--- src/rtl/phoenix_dl_ctrl.sv ---
// ROM download controller: forwards HPS image bytes to the core, validates the image
// size and range, and sequences the core reset around loads and user reset requests.
module phoenix_dl_ctrl #(
    parameter int unsigned ROM_BYTES   = 16384,
    parameter int unsigned HOLD_CYCLES = 16
) (
    input  logic        clk,
    input  logic        reset,
    input  logic        ioctl_download,
    input  logic        ioctl_wr,
    input  logic [24:0] ioctl_addr,
    input  logic [7:0]  ioctl_dout,
    input  logic        user_reset,
    output logic [15:0] dn_addr,
    output logic [7:0]  dn_data,
    output logic        dn_wr,
    output logic        core_reset,
    output logic        load_done,
    output logic        load_error,
    output logic [15:0] byte_count
);

    localparam logic [2:0] ST_IDLE  = 3'd0;
    localparam logic [2:0] ST_LOAD  = 3'd1;
    localparam logic [2:0] ST_CHECK = 3'd2;
    localparam logic [2:0] ST_HOLD  = 3'd3;
    localparam logic [2:0] ST_RUN   = 3'd4;
    localparam logic [2:0] ST_ERROR = 3'd5;

    localparam logic [25:0] L_ROM_LIMIT = 26'(ROM_BYTES);
    localparam logic [16:0] L_ROM_COUNT = 17'(ROM_BYTES);
    localparam logic [7:0]  L_HOLD      = 8'(HOLD_CYCLES);

    logic [2:0]  r_state;
    logic [2:0]  w_state_next;
    logic [15:0] r_dn_addr;
    logic [7:0]  r_dn_data;
    logic        r_dn_wr;
    logic        r_load_done;
    logic        r_load_error;
    logic [15:0] r_byte_count;
    logic        r_overflow;
    logic [7:0]  r_hold_cnt;

    logic w_accept;
    logic w_in_range;
    logic w_image_ok;
    logic w_enter_load;
    logic w_hold_load;

    assign w_accept     = (r_state == ST_LOAD) && ioctl_wr;
    assign w_in_range   = {1'b0, ioctl_addr} < L_ROM_LIMIT;
    assign w_image_ok   = !r_overflow && ({1'b0, r_byte_count} == L_ROM_COUNT);
    assign w_enter_load = (w_state_next == ST_LOAD) && (r_state != ST_LOAD);
    // Counter reloads on HOLD entry and for every cycle user_reset is held in HOLD.
    assign w_hold_load  = (w_state_next == ST_HOLD) && ((r_state != ST_HOLD) || user_reset);

    always_comb begin
        w_state_next = r_state;
        case (r_state)
            ST_IDLE:  if (ioctl_download) w_state_next = ST_LOAD;
            ST_LOAD:  if (!ioctl_download) w_state_next = ST_CHECK;
            ST_CHECK: w_state_next = w_image_ok ? ST_HOLD : ST_ERROR;
            ST_HOLD: begin
                if (ioctl_download)        w_state_next = ST_LOAD;
                else if (user_reset)       w_state_next = ST_HOLD;
                else if (r_hold_cnt <= 8'd1) w_state_next = ST_RUN;
            end
            ST_RUN: begin
                if (ioctl_download)  w_state_next = ST_LOAD;
                else if (user_reset) w_state_next = ST_HOLD;
            end
            ST_ERROR: if (ioctl_download) w_state_next = ST_LOAD;
            default:  w_state_next = ST_IDLE;
        endcase
    end

    always_ff @(posedge clk or posedge reset) begin
        if (reset) begin
            r_state    <= ST_IDLE;
            r_hold_cnt <= 8'd0;
        end else begin
            r_state <= w_state_next;
            if (w_hold_load) begin
                r_hold_cnt <= L_HOLD;
            end else if ((r_state == ST_HOLD) && (r_hold_cnt != 8'd0)) begin
                r_hold_cnt <= r_hold_cnt - 8'd1;
            end
        end
    end

    always_ff @(posedge clk or posedge reset) begin
        if (reset) begin
            r_dn_wr      <= 1'b0;
            r_dn_addr    <= 16'd0;
            r_dn_data    <= 8'd0;
            r_load_done  <= 1'b0;
            r_load_error <= 1'b0;
            r_byte_count <= 16'd0;
            r_overflow   <= 1'b0;
        end else begin
            r_dn_wr <= w_accept && w_in_range;
            if (w_accept && w_in_range) begin
                r_dn_addr <= ioctl_addr[15:0];
                r_dn_data <= ioctl_dout;
            end
            if (w_enter_load) begin
                r_byte_count <= 16'd0;
                r_overflow   <= 1'b0;
                r_load_done  <= 1'b0;
                r_load_error <= 1'b0;
            end else begin
                if (w_accept) begin
                    // Out-of-range writes still count toward the image size.
                    if (r_byte_count == 16'hFFFF) r_overflow <= 1'b1;
                    else                          r_byte_count <= r_byte_count + 16'd1;
                    if (!w_in_range) r_overflow <= 1'b1;
                end
                if (r_state == ST_CHECK) begin
                    if (w_image_ok) r_load_done  <= 1'b1;
                    else            r_load_error <= 1'b1;
                end
            end
        end
    end

    assign dn_addr    = r_dn_addr;
    assign dn_data    = r_dn_data;
    assign dn_wr      = r_dn_wr;
    assign core_reset = (r_state != ST_RUN) || user_reset;
    assign load_done  = r_load_done;
    assign load_error = r_load_error;
    assign byte_count = r_byte_count;

endmodule

--- config.mk ---
export PLATFORM = sky130hd
export DESIGN_NAME = phoenix_dl_ctrl
export DESIGN_NICKNAME = d
export VERILOG_FILES = /design/src/rtl/phoenix_dl_ctrl.sv
export SDC_FILE = /design/constraint.sdc
export NUM_CORES = 1
export LEC_CHECK = 0
export CORE_ASPECT_RATIO = 0.75
export CORE_MARGIN = 4
export CORE_UTILIZATION = 51
export CTS_CLUSTER_DIAMETER = 100
export DETAILED_ROUTE_END_ITERATION = 8
export HOLD_SLACK_MARGIN = 0.15
export MAX_ROUTING_LAYER = met4
export PLACE_DENSITY = 0.91
export SLEW_MARGIN = 10
export SYNTH_ARGS = -nofsm -noshare
export SYNTH_HDL_FRONTEND = slang
export SYNTH_SLANG_ARGS = --single-unit
--- constraint.sdc ---
create_clock -name clk -period 4.1 [get_ports clk]
set_input_delay 0.41 -clock clk [delete_from_list [all_inputs] [get_ports clk]]
set_output_delay 0.41 -clock clk [all_outputs]
set_load 0.01 [all_outputs]
; Yosys cells after proc, flatten, opt, wreduce, memory -nomap -nowiden
; Cells that the tools add are included.
[classes]
magnitude_cmp = 2
div_mod_pow = 0
n_reduce_logical = 20
n_bitwise = 0
eq_ne = 15
muxes = 24
shifts = 0
mul = 0
addsub = 2
[ops]
columns = cell, n
row1 = 2-to-1 mux 16 bit, 3
row2 = less-than comparator 25 x 15 -> 1 bit (second input constant), 1
row3 = 2-to-1 mux 3 bit, 8
row4 = adder 16 x 1 -> 16 bit (second input constant), 1
row5 = equality test 16 x 15 -> 1 bit (second input constant), 1
row6 = equality test 16 bit (second input constant), 1
row7 = 2-to-1 mux 8 bit, 2
row8 = one-hot mux 3 bit (5 select lines), 1
row9 = 2-to-1 mux 1 bit, 10
row10 = equality test 3 x 2 -> 1 bit (second input constant), 3
row11 = <= comparator 8 x 1 -> 1 bit (second input constant), 1
row12 = AND reduction 2 bit, 4
row13 = nonzero test 2 bit, 4
row14 = nonzero test 8 bit, 1
row15 = subtractor 8 x 1 -> 8 bit (second input constant), 1
row16 = equality test 3 x 1 -> 1 bit (second input constant), 2
row17 = equality test 3 bit (second input constant), 2
row18 = logical AND 1 bit, 6
row19 = inequality test 3 x 1 -> 1 bit (second input constant), 2
row20 = zero test 3 bit, 1
row21 = inequality test 3 x 2 -> 1 bit (second input constant), 1
row22 = inequality test 3 bit (second input constant), 1
row23 = logical OR 1 bit, 2
row24 = inequality test 2 x 1 -> 1 bit (second input constant), 1
row25 = other kinds (3), 3
[word_totals]
ff_bits = 55
elab_cells = 72
output_inout_bits = 44
latch_bits = 0
n_memories = 0
romBits = 0
ramBits = 0

; Logic depth before layout (Yosys ltp)
[logic_depth]
depth_word = 9
ltp_mapped = 6
mapped_depth_nobuf = 6

; Worst setup path before layout
; OpenSTA, ideal clock, no wires.
[synth_timing]
kind = register to register
from = register r_byte_count[0] (netlist: byte_count[0])
to = register r_byte_count[14] (netlist: byte_count[14])
arrival_ns = 1.781
path_buffers = 1
path_stages_with_launch = 7
required_time_ns = 4.022
setup_ns = 0.078
setup_slack_ns = 2.241
cell_sequence = dfrtp_1 ha_1 and4_1 buf_2 o211ai_4 or4_1 a21oi_1
[synth_via]
elab_chain_len = 8
elab_cells_between_ends = 14
classes_between = add/sub: 1 / eq/ne: 4 / mux: 5 / reduce/logical: 4
[synth_lines]
columns = item, line_no
row1 = start: declaration, 41  ; logic [15:0] r_byte_count;
row2 = start signal: assignment, 116  ; else r_byte_count <= r_byte_count + 16'd1;
row3 = equality test 16 x 15 -> 1 bit, 53  ; assign w_image_ok = !r_overflow && ({1'b0, r_byte_count} == L_ROM_COUNT);
row4 = logical AND 1 bit, 53
row5 = 2-to-1 mux 3 bit, 63  ; ST_CHECK: w_state_next = w_image_ok ? ST_HOLD : ST_ERROR;
row6 = one-hot mux 3 bit (5 select lines), 60  ; case (r_state)
row7 = equality test 3 x 1 -> 1 bit, 54  ; assign w_enter_load = (w_state_next == ST_LOAD) && (r_state != ST_LOAD);
row8 = logical AND 1 bit, 54
row9 = inequality test 2 bit (no source line) or nonzero test 2 bit (tied branches), --
row10 = AND reduction 2 bit (no source line), --
; Several ways; a longest one is shown, not always the timed one. The select of a mux whose other input is x is not followed.
; A chain may end at the register's enable or synchronous reset.

; Worst setup path after layout
[layout_timing]
from = register r_byte_count[0] (netlist: byte_count[0])
to = register r_hold_cnt[1]
[layout_via]
elab_chain_len = 7
elab_cells_between_ends = 8
classes_between = eq/ne: 2 / mux: 3 / reduce/logical: 3
[layout_lines]
columns = item, line_no
row1 = equality test 16 x 15 -> 1 bit *, 53
row2 = logical AND 1 bit *, 53
row3 = 2-to-1 mux 3 bit *, 63
row4 = one-hot mux 3 bit (5 select lines) *, 60
row5 = equality test 3 x 2 -> 1 bit *, 56  ; assign w_hold_load = (w_state_next == ST_HOLD) && ((r_state != ST_HOLD) || user_reset);
row6 = logical AND 1 bit *, 56
row7 = 2-to-1 mux 8 bit or nonzero test 2 bit (tied branches), --
row8 = end signal: assignment, 87  ; r_hold_cnt <= r_hold_cnt - 8'd1;
row9 = end: declaration, 43  ; logic [7:0] r_hold_cnt;
; Mark *: on every way between the ends. The rest lies on a longest branch, timed or not.

==> results.md <==
- Outcome: finished, final reports clean
- Diodes inserted: 0
- Number of global-route vias before repair: about 2400
- Largest net degree at the start of global routing: 56
- Worst hold endpoint: dn_addr[14]
- Via count: ~2400
- Mapped cell area: between 2000 and 3000 sq um
- H-tree Lvls: 2
- Die X: 94.7 um
- Full die area: 6910 sq um
- Crit path capture type: flop
- 1st-iter DRT viols: roughly 190
- Commonest cells post-synth: dfrtp_1, mux2_2, a21oi_1, o21ai_0
- DRT Wirelength: just over 7000 um
- CTS max path bufs: 2
- Synth unique cells: 62
- Initial Util: between 50% and 60%
- Sequential fraction of the synthesis area: 47.9%
- Count leader, synth: dfrtp_1
- Synth warnings: 0
- Number of flops mapped to enable cells by yosys: 0
- CP Class: reg2reg
- Worst Reg2Reg Path Length in Cells: 6
- Pwr Density: roughly 430 nW/um^2
- Syn_area_per_cell: about 11 sq um
- Reg clk slew, reported paths: approximately 0.10 ns
- Vias per Instance: between 5 and 6
- Slew Limit Fails: 0
- Rel. slew slack: a little under two fifths
- Endpoints failing hold: 0
- Post-synthesis register bit count: 55
- Post-DP HPWL: 5340 um
- Slew @ Worst Pin: 0.929 ns
- DIE HEIGHT: 73.0 um
- Startpoint Class: flop
- Prevailing post-synth register cell: dfrtp_1
- Clk_skew: 0.00413 ns
- RR Endpoint: r_hold_cnt[1]
- RePlAce Congestion: around 0.92
- P&R area growth vs syn: 33.4%
- Pleak: 0.00162 uW
- Arrival time worst endpoint: roughly 2.4 ns
- Post-route setup TNS: 0 ns
- Avg WL per Cell: between 15 and 20 um
- Clock Latency Late Sink: around 0.31 ns
- DRT antenna net count: 0
- CORE AREA: roughly 5400 sq um
- Synth area leader: dfrtp_1
- Inserted Clock Buffers: 5
- Post-synth top area share: 47.9%
- Synthesized Nets: 298
- Top cells by area, synth: dfrtp_1, mux2_2, mux2i_1
- Clk root buf: clkbuf_8
- Postcts setup bufs: 0
- Rows: 23
- Fillers: between 300 and 400
- # hold bufs at CTS: 0
- Worst vdd ir: between 0.0002 and 0.00025 V
- Layout net count: between 300 and 400
- Gates resized, CTS repair: 0
- Gr ovfl total: 0
- Buffers on Ports: roughly 80
- Hold path cells: 1
- Initial DRT Pass Iterations: 4
- Max Clk Rate: approximately 440 MHz
- Tmin final: around 2.3 ns
- Min-delay src: dn_addr[14]
- Max-cap violations: 0
- RSZ-0062 raised after global routing: no
- GRT Overall Usage: 22.0%
- Initial antenna violation count: 0
- # DRC: 0
- CTS tree: yes
- CTS sink count: between 50 and 60
- Worst EP required: 4.27 ns
- Async S/R FF share, synth: 100%
- # setup viols final: 0
- IO Count: 82
- Mapped Cells: ~260
- Crit Path Max Fanout: 9
- RR Startpoint: byte_count[0]
- Reg2Reg Setup Slack: 1.85 ns
- Final period util: approximately 55%
- First-pass GRT wire length: 11500 um
- Total chip power: roughly 1700 uW
- Hold Crit Class: reg2reg
- Share of layout cells above drive strength 1: a little over an eighth
==> cell type report <==
cell class                      instances  area [sq um]  area share (%)
Tap cell                               75          93.8            2.45
Multi-Input combinational cell        181          1400            36.5
Timing Repair Buffer                   82           818            21.4
Clock buffer                            6          82.6            2.16
Clock inverter                          2          17.5           0.457
Sequential cell                        55          1380            35.9
Inverter                               11          42.5            1.11
==> through the flow <==
step                      util [%]  hold slack (ns)  cell area (sq um)  std cells  setup slack [ns]
after CTS                     70.8            0.508               3830        412              1.86
after global placement        68.9            0.468               3730        404              1.63
after global routing          70.8            0.532               3830        412              1.68
after floorplan                  -            0.524               2870        256              2.24
after detailed placement      68.9            0.484               3730        404              1.59
final                         70.8            0.504               3830        412              1.85
==> worst max-delay path by stage <==
stage	from	to	slack [ns]
after floorplan	byte_count[0]	byte_count[14]	2.24
after global placement	ioctl_addr[23]	dn_addr[13]	1.63
after detailed placement	ioctl_addr[23]	dn_data[0]	1.59
after CTS	r_state[1]	dn_addr[4]	1.86
after global routing	byte_count[1]	r_hold_cnt[1]	1.68
final	byte_count[0]	r_hold_cnt[1]	1.85
==> flip-flops by register name (all words and copies together), names as in the netlist <==
register    cells
byte_count     16
dn_addr        16
dn_data         8
dn_wr           1
load_done       1
load_error      1
r_hold_cnt      8
r_overflow      1
r_state         3
==> power by group <==
group / switching, uW / total, uW / internal (uW)
clock: 189 / 331 / 142
sequential: 125 / 738 / 612
combinational: 317 / 588 / 271
total: 632 / 1660 / 1030
==> worst max-delay path, cell delays in order, from the launching register on <==
cell and delay [ns]:
dfrtp_1 0.50, inv_1 0.10, ha_1 0.15, nor4b_1 0.48, a41oi_2 0.28, a31oi_2 0.46, a221oi_1 0.16
==> cells in the final DEF, fill, tap and decap left out, types with 6 or more instances in the layout <==
| cell | instances |
|---|---|
| mux2i_1 | 9 |
| o21ai_0 | 13 |
| inv_1 | 10 |
| clkdlybuf4s50_1 | 81 |
| mux2_2 | 22 |
| nand2_1 | 6 |
| clkbuf_8 | 6 |
| nand3_1 | 11 |
| nor3_1 | 6 |
| a21oi_1 | 15 |
| dfrtp_1 | 55 |
| nor4_1 | 7 |
| nor2_1 | 11 |
==> routing by layer <==
metal  up-vias  share of wire [%]  track usage, %
met5         -                  0               -
met4         0               0.65            3.84
met3         7                 11            8.04
met2       117                 44            32.0
met1      1167                 45            30.1
li1       1123                  -               -
==> cells by family after synthesis <==
logic type	after synthesis	synth area share, %
multiplexers	31	11.8
flip-flops	55	47.9
adder cells (fa/ha/maj)	4	1.74
buffers and inverters	20	3.35
XOR/XNOR	5	1.79
AO/OA/AOI/OAI	61	15.3
AND/OR/NAND/NOR	80	18.1
Note: power is estimated with default switching activity, not from simulation.
